<file path="src/rtl/sobel_pkg.sv">
// Shared types and constants for the Sobel edge engine.
// Holds the run-state encoding, kernel weights and width helpers.
package sobel_pkg;

  typedef enum logic [1:0] {
    IDLE,
    RUN,
    FLUSH,
    DONE
  } state_t;

  localparam int K_EDGE     = 1;
  localparam int K_MID      = 2;
  localparam int GUARD_BITS = 3;
  localparam int FLUSH_CYC  = 3;

  function automatic int acc_width(input int w);
    return w + GUARD_BITS;
  endfunction

  function automatic int cnt_width(input int n);
    return (n > 1) ? $clog2(n) : 1;
  endfunction

endpackage

</file>
<file path="src/rtl/sobel_line_buffer.sv">
// Two row delays plus the 3x3 window; flags when the window
// covers a full neighbourhood inside the current image.
module sobel_line_buffer
  import sobel_pkg::*;
#(
  parameter int WIDTH = 8,
  parameter int IMG_W = 128,
  parameter int IMG_H = 128
) (
  input  logic                        clk,
  input  logic                        resetn,
  input  logic                        flush,
  input  logic                        in_valid,
  input  logic [WIDTH-1:0]            in_pixel,
  output logic [2:0][2:0][WIDTH-1:0]  win,
  output logic                        win_valid
);

  localparam int CW = cnt_width(IMG_W);
  localparam int RW = cnt_width(IMG_H);

  logic [CW-1:0]             col;
  logic [RW-1:0]             row;
  logic [IMG_W-1:0][WIDTH-1:0] row1;
  logic [IMG_W-1:0][WIDTH-1:0] row2;
  logic                      col_last;
  logic                      row_last;

  assign col_last = col == CW'(IMG_W - 1);
  assign row_last = row == RW'(IMG_H - 1);

  always_ff @(posedge clk or negedge resetn) begin
    if (!resetn) begin
      col       <= '0;
      row       <= '0;
      win_valid <= 1'b0;
    end else if (flush) begin
      col       <= '0;
      row       <= '0;
      win_valid <= 1'b0;
    end else begin
      win_valid <= in_valid && (row >= RW'(2)) && (col >= CW'(2));
      if (in_valid) begin
        col <= col_last ? '0 : col + CW'(1);
        if (col_last)
          row <= row_last ? '0 : row + RW'(1);
      end
    end
  end

  // Row 0 of the window is the oldest image row, column 2 the newest pixel.
  always_ff @(posedge clk or negedge resetn) begin
    if (!resetn) begin
      row1 <= '0;
      row2 <= '0;
      win  <= '0;
    end else if (in_valid) begin
      row1 <= {row1[IMG_W-2:0], in_pixel};
      row2 <= {row2[IMG_W-2:0], row1[IMG_W-1]};
      for (int r = 0; r < 3; r++) begin
        win[r][0] <= win[r][1];
        win[r][1] <= win[r][2];
      end
      win[0][2] <= row2[IMG_W-1];
      win[1][2] <= row1[IMG_W-1];
      win[2][2] <= in_pixel;
    end
  end

endmodule

</file>
<file path="src/rtl/sobel_engine.sv">
// Streaming Sobel engine: A_RAM in, |Gx| and |Gy| out to GX/GY RAMs.
// Define SOBEL_THRESH_EN to binarise outputs against THRESHOLD.
module sobel_engine
  import sobel_pkg::*;
#(
  parameter int WIDTH        = 8,
  parameter int IMG_W        = 128,
  parameter int IMG_H        = 128,
  parameter int A_DEPTH_BITS = 14,
  parameter int G_DEPTH_BITS = 14,
  parameter int THRESHOLD    = 64
) (
  input  logic                    clk,
  input  logic                    resetn,
  input  logic                    Start,
  output logic                    Done,
  output logic                    A_read_en,
  output logic [A_DEPTH_BITS-1:0] A_read_address,
  input  logic [WIDTH-1:0]        A_read_data_out,
  output logic                    GX_write_en,
  output logic                    GY_write_en,
  output logic [G_DEPTH_BITS-1:0] GX_write_address,
  output logic [G_DEPTH_BITS-1:0] GY_write_address,
  output logic [WIDTH-1:0]        GX_write_data_in,
  output logic [WIDTH-1:0]        GY_write_data_in
);

  localparam int ACC = acc_width(WIDTH);
  localparam int N   = IMG_W * IMG_H;
  localparam logic [WIDTH-1:0] PIX_MAX = '1;
`ifdef SOBEL_THRESH_EN
  localparam bit THRESH_ON = 1'b1;
`else
  localparam bit THRESH_ON = 1'b0;
`endif

  state_t                    state;
  state_t                    state_next;
  logic [1:0]                flush_cnt;
  logic [A_DEPTH_BITS-1:0]   addr;
  logic [G_DEPTH_BITS-1:0]   out_idx;
  logic                      flush;
  logic                      rd_valid;
  logic                      win_valid;
  logic [2:0][2:0][WIDTH-1:0] win;
  logic signed [ACC-1:0]     gx;
  logic signed [ACC-1:0]     gy;

  function automatic logic signed [ACC-1:0] ext(input logic [WIDTH-1:0] p);
    return $signed({{GUARD_BITS{1'b0}}, p});
  endfunction

  function automatic logic signed [ACC-1:0] col_sum(
    input logic [WIDTH-1:0] a,
    input logic [WIDTH-1:0] b,
    input logic [WIDTH-1:0] c
  );
    return ext(a) * ACC'(K_EDGE) + ext(b) * ACC'(K_MID) + ext(c) * ACC'(K_EDGE);
  endfunction

  // Absolute value first, then clamp, then optional binarisation.
  function automatic logic [WIDTH-1:0] mag(input logic signed [ACC-1:0] g);
    logic [ACC-1:0]   a;
    logic [WIDTH-1:0] s;
    a = g[ACC-1] ? ACC'(-g) : ACC'(g);
    s = (a > ACC'(PIX_MAX)) ? PIX_MAX : a[WIDTH-1:0];
    if (THRESH_ON)
      s = (s >= WIDTH'(THRESHOLD)) ? PIX_MAX : '0;
    return s;
  endfunction

  assign A_read_en      = state == RUN;
  assign A_read_address = addr;
  assign Done           = state == DONE;
  assign flush          = !Start || !(state inside {RUN, FLUSH});

  always_comb begin
    state_next = state;
    unique case (state)
      IDLE:    if (Start) state_next = RUN;
      RUN:     if (!Start) state_next = IDLE;
               else if (addr == A_DEPTH_BITS'(N - 1)) state_next = FLUSH;
      FLUSH:   if (!Start) state_next = IDLE;
               else if (flush_cnt == 2'(FLUSH_CYC - 1)) state_next = DONE;
      DONE:    if (!Start) state_next = IDLE;
      default: state_next = IDLE;
    endcase
  end

  always_ff @(posedge clk or negedge resetn) begin
    if (!resetn) begin
      state     <= IDLE;
      addr      <= '0;
      flush_cnt <= '0;
      rd_valid  <= 1'b0;
    end else begin
      state     <= state_next;
      addr      <= (state == RUN && state_next == RUN) ? addr + A_DEPTH_BITS'(1) : '0;
      flush_cnt <= (state == FLUSH) ? flush_cnt + 2'd1 : '0;
      rd_valid  <= A_read_en && !flush;
    end
  end

  sobel_line_buffer #(
    .WIDTH (WIDTH),
    .IMG_W (IMG_W),
    .IMG_H (IMG_H)
  ) u_line_buffer (
    .clk       (clk),
    .resetn    (resetn),
    .flush     (flush),
    .in_valid  (rd_valid),
    .in_pixel  (A_read_data_out),
    .win       (win),
    .win_valid (win_valid)
  );

  always_comb begin
    gx = col_sum(win[0][2], win[1][2], win[2][2])
       - col_sum(win[0][0], win[1][0], win[2][0]);
    gy = col_sum(win[2][0], win[2][1], win[2][2])
       - col_sum(win[0][0], win[0][1], win[0][2]);
  end

  always_ff @(posedge clk or negedge resetn) begin
    if (!resetn) begin
      GX_write_en      <= 1'b0;
      GY_write_en      <= 1'b0;
      GX_write_address <= '0;
      GY_write_address <= '0;
      GX_write_data_in <= '0;
      GY_write_data_in <= '0;
      out_idx          <= '0;
    end else if (flush) begin
      GX_write_en <= 1'b0;
      GY_write_en <= 1'b0;
      out_idx     <= '0;
    end else begin
      GX_write_en <= win_valid;
      GY_write_en <= win_valid;
      if (win_valid) begin
        GX_write_data_in <= mag(gx);
        GY_write_data_in <= mag(gy);
        GX_write_address <= out_idx;
        GY_write_address <= out_idx;
        out_idx          <= out_idx + G_DEPTH_BITS'(1);
      end
    end
  end

endmodule

</file>
<file path="config.mk">
export PLATFORM = sky130hd
export DESIGN_NAME = sobel_engine
export DESIGN_NICKNAME = d
export VERILOG_FILES = /design/src/rtl/sobel_pkg.sv /design/src/rtl/sobel_line_buffer.sv /design/src/rtl/sobel_engine.sv
export SDC_FILE = /design/constraint.sdc
export NUM_CORES = 2
export LEC_CHECK = 0
export BUFFER_PORTS_ARGS = -buffer_cell sky130_fd_sc_hd__buf_2
export CAP_MARGIN = 15
export CORE_UTILIZATION = 50
export DETAILED_ROUTE_END_ITERATION = 6
export HOLD_SLACK_MARGIN = 0.02
export PLACE_DENSITY = 0.71
export RECOVER_POWER = 25
export SYNTH_ARGS = -nofsm -noshare
export SYNTH_HDL_FRONTEND = slang
export SYNTH_HIERARCHICAL = 1
export SYNTH_SLANG_ARGS = --single-unit
</file>
<file path="constraint.sdc">
create_clock -name clk -period 4.4 [get_ports clk]
set_clock_uncertainty 0.1 [all_clocks]
set_input_delay 0.88 -clock clk [delete_from_list [all_inputs] [get_ports clk]]
set_output_delay 0.88 -clock clk [all_outputs]
set_load 0.01 [all_outputs]
</file>
==> results.py <==
metrics = {
    "setup_path": {
        "crit_path_start_kind": "flop",
        "crit_path_max_fanout": 8,
        "arrival_ns": 4.77,
        "criticalPathCategory": "flop to flop",
        "timing.reg2reg.setup_slack_ns": 0.20,
        "reg2reg_depth": 13,
        "r2r-start": "u_line_buffer/win[23]$_DFFE_PN0P_",
        "r2r_end": "GY_write_data_in[6]$_DFFE_PN0P_",
        "end_kind": "flop",
        "required_ns": 4.96,
    },
    "outcome": {
        "status": "finished, violations left",
        "violations": "DRC, capacitance limit, slew limit",
    },
    "sta": {
        "finalCriticalPeriod_ns": 4.20,
        "period_share_pct": 95.5,
        "slew_viol_final": 674,
        "fin_ws_ns": 0.197,
        "setup_viol": 0,
        "slew_headroom_pct": -80.1,
        "worstMarginPinSlew_ns": 2.70,
        "fmax_mhz": 238,
        "hold_viol": 0,
    },
    "die": {
        "io_pins": 73,
        "coreArea_sq_um": 165000,
        "dieHeight_um": 410,
        "rows": 149,
        "die_area_sq_um": 168000,
        "initial_utilization_pct": 50.5,
        "dieWidth_um": 410,
    },
    "min_path": {
        "min_path_type": "primary input to flop",
        "min_from": "A_read_data_out[7]",
        "min_path_cells": 2,
        "hold_end": "u_line_buffer/row1[7]$_DFFE_PN0P_",
    },
    "detailed_routing": {
        "routedWlPerCell_um": 15.7,
        "viasPerCell": 5.12,
        "post-route-drc-count": 3,
        "first_iter_violations": 1842,
        "dr.pass1.iters": 7,
        "wirelength_mm": 120,
        "final_antenna_net_count": 0,
        "vias": 39100,
    },
    "power_and_ir_drop": {
        "ir_drop_mv": 0.896,
        "power.density_nw_per_um2": 556,
        "leakage_nw": 47.4,
        "power.total_w": 0.0518,
    },
    "cts": {
        "cts_tree": "yes",
        "clock-sinks": 2151,
        "cts_root_buffer": "clkbuf_16",
        "clk_pin_slew_ns": 0.06,
        "cts_buffer_depth": 3,
        "htreeDepth": 4,
        "numCtsBuffers": 208,
        "clk_latency_ns": 0.80,
    },
    "placed_design": {
        "place_congestion": 0.769,
        "hpwl_mm": 73.9,
        "io_buffer_count": 72,
        "pre_cts_ws_ns": -0.108,
        "dpl_cell_area_sq_um": 86300,
        "placed_cells": 7246,
    },
    "finish": {
        "fin_util_pct": 56.4,
        "nets": 5386,
        "syn_to_final_growth_pct": 11.8,
        "layoutNonFillerInstCount": 7644,
        "antenna_cells": 0,
        "drive_gt1_share_pct": 48.3,
        "final_cell_area_sq_um": 93200,
    },
    "global_routing": {
        "grt_pass1_wl_mm": 211,
        "grt_pass1_vias": 42500,
        "overflow": 0,
        "grt_max_degree": 150,
        "antenna_found_initial": 2,
        "grtUsageTotal_pct": 14.8,
    },
    "synth": {
        "syn_area_per_cell_sq_um": 16.2,
        "yosysWarnings": 6,
        "syn_area_sq_um": 83400,
        "syn_inst": 5158,
        "syn_nets": 5268,
    },
    "flow_run": {
        "max_cap_violations": 12,
    },
}
sequential cells by signal (all words and copies together), names as in the netlist, 7 cells and up:
signal and flops:
A_read_address 14, GX_write_address 14, GX_write_data_in 8, GY_write_data_in 8, out_idx 14, u_line_buffer/col 7, u_line_buffer/row 7, u_line_buffer/row1 1024
u_line_buffer/row2 1024, u_line_buffer/win 24
worst max-delay path by stage:
stage                                       startpoint                              end  slack, ns
detailed placement   u_line_buffer/win[18]$_DFFE_PN0P_  GY_write_data_in[6]$_DFFE_PN0P_      -0.11
floorplan           u_line_buffer/row2[18]$_DFFE_PN0P_  GX_write_data_in[0]$_DFFE_PN0P_       0.24
global route        u_line_buffer/row1[21]$_DFFE_PN0P_  GY_write_data_in[6]$_DFFE_PN0P_      -0.04
CTS                 u_line_buffer/row1[16]$_DFFE_PN0P_  GY_write_data_in[6]$_DFFE_PN0P_      0.008
global placement      u_line_buffer/win[0]$_DFFE_PN0P_  GY_write_data_in[2]$_DFFE_PN0P_    -0.0001
finish               u_line_buffer/win[23]$_DFFE_PN0P_  GY_write_data_in[6]$_DFFE_PN0P_       0.20
routing by layer:
| layer | global-route usage, % | routed length [um] | vias to the layer above | share of wire (%) |
|---|---|---|---|---|
| li1 | - | - | 18200 | - |
| met1 | 20.1 | 54300 | 20400 | 45 |
| met2 | 24.2 | 58800 | 313 | 49 |
| met3 | 2.80 | 3760 | 203 | 3.1 |
| met4 | 4.46 | 2830 | 0 | 2.4 |
| met5 | 0 | 0 | - | 0 |
stage by stage:
step | hold WS [ns] | TNS (ns)
final | 0.292 | 0
after global routing | 0.241 | -0.128
after CTS | 0.223 | 0
after detailed placement | 0.329 | -0.732
after global placement | 0.315 | -0.000117
after floorplan | 0.302 | 0
cell type report:
class                           count  area (sq um)
Clock inverter                     80           769
Clock buffer                      309          6170
Sequential cell                  2151         53800
Inverter                          149           559
Multi-Input combinational cell   2557         27600
Fill cell                       12900         72000
Timing Repair Buffer              209          1520
Tap cell                         2189          2740
critical path: stages, from the launching register on:
cell and delay [ns]:
dfrtp_1 0.42, inv_1 0.07, fa_1 0.49, inv_1 0.06, fa_1 0.50, fa_1 0.58
inv_1 0.06, ha_1 0.29, nor3b_2 0.23, or4b_1 0.50, nand3_2 0.11, nand4_1 0.15
a31oi_4 0.37, o22ai_2 0.14
where the power goes:
| group | switching [W] | internal [W] | total, W |
|---|---|---|---|
| registers | 0.000432 | 0.0204 | 0.0208 |
| clock network | 0.00736 | 0.0101 | 0.0175 |
| logic | 0.00732 | 0.00617 | 0.0135 |
| total | 0.0151 | 0.0367 | 0.0518 |
cell usage in the layout (no fill, tap or decap), types with 57 or more instances in the layout:
cell type  count
nor2_1        57
mux2_2      2074
buf_2         71
dfrtp_1     2148
nand2_1       72
buf_4         61
inv_1        145
clkbuf_1      89
clkbuf_16    210
fa_1          59
repair_timing:
action	in CTS	in global routing
pin swaps	2	21
gates resized for setup	4	56
endpoints found under the hold margin	35	0
hold buffers	1	0
buffers inserted	0	8
endpoints found under the setup margin	16	16
Note: power is estimated with default switching activity, not from simulation.
